--- src/rtl/comb_y1_pkg.sv ---
// Shared constants for the comb_y1 logic-function block.
package comb_y1_pkg;

  // Truth table indexed by {A,B,C}: Y = A&B | ~A&C.
  localparam logic [7:0] Y1_TT     = 8'hCA;
  // Default width of the high-cycle counter.
  localparam int unsigned CNT_W_DEF = 16;

endpackage

--- src/rtl/y1_edge_cnt.sv ---
// Registered copy of Y, rising-edge pulse and saturating high-cycle counter.
module y1_edge_cnt #(
  parameter int unsigned CNT_W = comb_y1_pkg::CNT_W_DEF
) (
  input  logic             clk,
  input  logic             rst_n,
  input  logic             y,
  input  logic             clr,
  output logic             y_q,
  output logic             y_rise,
  output logic [CNT_W-1:0] hi_cnt
);

  // Register Y, detect its 0->1 transition and count cycles with y_q high.
  // The counter holds at all-ones; clr overrides counting.
  always_ff @(posedge clk or negedge rst_n) begin
    if (!rst_n) begin
      y_q    <= 1'b0;
      y_rise <= 1'b0;
      hi_cnt <= '0;
    end else begin
      y_q    <= y;
      y_rise <= y & ~y_q;
      if (clr) begin
        hi_cnt <= '0;
      end else if (y_q && (hi_cnt != '1)) begin
        hi_cnt <= hi_cnt + 1'b1;
      end
    end
  end

endmodule

--- src/rtl/comb_y1.sv ---
// Three-input truth-table function with registered/edge/count side outputs.
module comb_y1
  import comb_y1_pkg::*;
#(
  parameter logic [7:0]  TRUTH = Y1_TT,
  parameter int unsigned CNT_W = CNT_W_DEF
) (
  input  logic             clk,
  input  logic             rst_n,
  input  logic             A,
  input  logic             B,
  input  logic             C,
  input  logic             clr,
  output logic             Y,
  output logic             y_q,
  output logic             y_rise,
  output logic [CNT_W-1:0] hi_cnt
);

  // Pure lookup; X/Z on an index bit propagates to Y.
  always_comb begin
    Y = TRUTH[{A, B, C}];
  end

  y1_edge_cnt #(
    .CNT_W (CNT_W)
  ) u_edge_cnt (
    .clk    (clk),
    .rst_n  (rst_n),
    .y      (Y),
    .clr    (clr),
    .y_q    (y_q),
    .y_rise (y_rise),
    .hi_cnt (hi_cnt)
  );

endmodule

--- config.mk ---
export PLATFORM = sky130hd
export DESIGN_NAME = comb_y1
export DESIGN_NICKNAME = d
export VERILOG_FILES = /design/src/rtl/comb_y1_pkg.sv /design/src/rtl/y1_edge_cnt.sv /design/src/rtl/comb_y1.sv
export SDC_FILE = /design/constraint.sdc
export NUM_CORES = 1
export LEC_CHECK = 0
export ABC_AREA = 1
export CORE_AREA = 8 8 67 69
export CTS_CLUSTER_DIAMETER = 120
export CTS_CLUSTER_SIZE = 28
export DETAILED_ROUTE_END_ITERATION = 8
export DIE_AREA = 0 0 75 77
export SLEW_MARGIN = 0
export SYNTH_ARGS = -nofsm -noshare
export SYNTH_HDL_FRONTEND = slang
export SYNTH_HIERARCHICAL = 1
export SYNTH_SLANG_ARGS = --single-unit
--- constraint.sdc ---
create_clock -name clk -period 2.7 [get_ports clk]
set_input_delay 0.54 -clock clk [delete_from_list [all_inputs] [get_ports clk]]
set_output_delay 0.54 -clock clk [all_outputs]
set_load 0.05 [all_outputs]
==> results_dict.tcl <==
set metrics [dict create \
    status "finished clean" \
    grt-ovfl-total 0 \
    core_mm2 0.00350 \
    hold_path.class "register to register" \
    synth_cell_types 19 \
    cp_slowest_cell "clkdlybuf4s50_1" \
    synth-simple-area-share_pct 46.2 \
    hold-path-cell-count 1 \
    synth_compound_area_share_pct 1.82 \
    power_leakage_nw 0.721 \
    first_pass_iters 4 \
    crit_family "buffers and inverters" \
    p_total_w 0.000496 \
    start_util_pct 33.5 \
    crit_fanout 7 \
    wirelength_mm 2.86 \
    numCtsBuffers 3 \
    timing.final.crit_share_pct 80.3 \
    path_cells "clkdlybuf4s50_1" \
    layout_commonest_cell "nand2_1" \
    r2r_slack_ns 0.84 \
    yosys_warnings 6 \
    fp-row-count 22 \
    htreeDepth 1 \
    grt_first_pass_wirelength_mm 4.92 \
    place_area_mm2 0.00146 \
    syn_nets 177 \
    most-common-layout-cells "nand2_1 (65), nand3_1 (28), clkdlybuf4s50_1 (23), nor2_1 (18), dfrtp_1 (18)" \
    grt_pass1_vias 1035 \
    synth_seq_cells 18 \
    cts_tree "done" \
    cpPeakStageDelay_ns 0.85 \
    die_h_um 77 \
    dieArea_mm2 0.00578 \
    io_buffers 24 \
    synth_top_area_cell "dfrtp_1" \
    clockRootBuffer "clkbuf_4" \
    n_antenna_cell 0 \
    dp_hpwl_mm 2.08 \
    peakVddDrop_v 0.000167 \
    syn_area_mm2 0.00117 \
    clock_sinks 18 \
    gp_congestion 0.790 \
    yosys-mux-area-fraction_pct 0 \
    max_freq_mhz 461 \
    cts_resized 0 \
    drc 0 \
    crit_cells 1 \
    clkTransAtPathRegs_ns 0.10 \
    p_per_area_mw_per_mm2 335 \
    ff2ff_path_depth 8 \
    setup_slack_ns 0.533 \
    synth_top_family_by_area "simple AND/OR/NAND/NOR gates" \
    ant_nets 0 \
    slew_headroom_pct 57.5 \
    stdcell_area_mm2 0.00148 \
    synthTopCellsByArea "dfrtp_1 (38%), nand2_1 (21%), nand3_1 (12%), nor2_1 (5.8%), inv_1 (5.4%)" \
    drive_above_1_share_pct 6.63 \
    fin_nets 205 \
    clock_path_buffers 2 \
    area_delta_synth_final_pct 26.4 \
    syn_inst 170 \
    synth_area_per_cell_um2 6.89 \
    path_buf_inv 1 \
    worstSetupPathType "register to primary output" \
    clock_latency_ns 0.29 \
    cp.arrival_ns 1.63 \
    critPathCaptureType "primary output" \
    crit_required_ns 2.16 \
    skew_ns 0.00943 \
    ios 25 \
    cap_violations 0 \
    antenna_found_initial 0 \
    totalNegativeSetupSlack_ns 0 \
    finalHoldViolCount 0 \
    place_ws_ns 0.777 \
    die_w_um 75 \
    setup_violations 0 \
    synth-seq-area-share_pct 38.5 \
    cts-hold-fix-buffers 0 \
    synthAdderAreaFrac_pct 1.07 \
    rsz0062_at_grt "no" \
    fill_cells 380 \
    grtUsageTotal_pct 10.7 \
    tightest_slew_ns 0.634 \
    routedWlPerCell_um 11.7 \
    slew_viol_final 0 \
    worstSetupStartpointType "register" \
    post-route-min-period_ns 2.17 \
    synth_top_area_share_pct 38.5 \
    cts_setup_buffers 0 \
    vias 1101 \
    vias_per_cell 4.51 \
    grt_max_degree 19 \
    drtIter0Drc 48 \
    synth_xor_area_share_pct 4.49 \
]
==> through the flow <==
| step | instances | hold slack [ns] | utilization [%] |
|---|---|---|---|
| 2_1_floorplan | 170 | 0.244 | - |
| 3_5_place_dp | 241 | 0.522 | 41.7 |
| 5_1_grt | 244 | 0.556 | 42.3 |
| 6_report | 244 | 0.535 | 42.3 |
| 4_1_cts | 244 | 0.541 | 42.3 |
| 3_3_place_gp | 241 | 0.528 | 41.7 |
==> where the power goes <==
group          internal (W)  leakage, nW  total [W]  switching, W
combinational     0.0000251        0.460  0.0000794     0.0000543
clock             0.0000518       0.0138   0.000136     0.0000839
sequential         0.000275        0.247   0.000280    0.00000590
==> final cells by class <==
class / instances / area (µm²) / area share [%]
Timing Repair Buffer: 26 / 253 / 17.1
Sequential cell: 18 / 450 / 30.4
Multi-Input combinational cell: 131 / 627 / 42.3
Clock buffer: 3 / 22.5 / 1.52
Inverter: 18 / 67.6 / 4.56
Tap cell: 48 / 60.1 / 4.06
==> metal layers <==
layer / share of wire, % / track usage, % / routed length (µm)
met1: 50 / 15.1 / 1440
met2: 46 / 15.7 / 1320
met3: 3.5 / 1.56 / 100
met4: 0 / 3.73 / 0
met5: 0 / 0 / 0
==> sequential cells by signal, indices dropped and copies added (netlist names) <==
register and cells:
u_edge_cnt/y_rise 1, u_edge_cnt/hi_cnt 16, u_edge_cnt/y_q 1
==> synthesized netlist by cell type <==
master / instances
ha_1: 1
buf_6: 1
nand3_1: 28
o21ai_4: 1
inv_1: 17
o21ai_0: 1
xnor2_1: 1
nand2_4: 1
nand2_1: 65
nand2_2: 1
xor2_1: 5
nand3b_1: 1
nand4_1: 5
nor2_4: 2
nor3_2: 1
dfrtp_1: 18
inv_2: 1
clkbuf_4: 2
nor2_1: 18
==> logic make-up (layout without fill, tap and decap cells) <==
kind of cell / count (synthesis) / count (layout)
adders and majority gates: 1 / 1
AOI/OAI and AO/OA: 2 / 2
DFF: 18 / 18
buffers and inverters: 21 / 47
xor gates and xnor gates: 6 / 6
and+or+nand+nor: 122 / 122
==> path summary, 6_finish.rpt <==
kind / to / start
max in group asynchronous: u_edge_cnt/hi_cnt[1] / rst_n
max: hi_cnt[7] / u_edge_cnt/hi_cnt[7]
min: u_edge_cnt/y_rise / u_edge_cnt/y_q
max reg2reg: u_edge_cnt/hi_cnt[3] / u_edge_cnt/hi_cnt[0]
min reg2reg: u_edge_cnt/y_rise / u_edge_cnt/y_q
min in group asynchronous: u_edge_cnt/hi_cnt[13] / rst_n
Note: power is estimated with default switching activity, not from simulation.
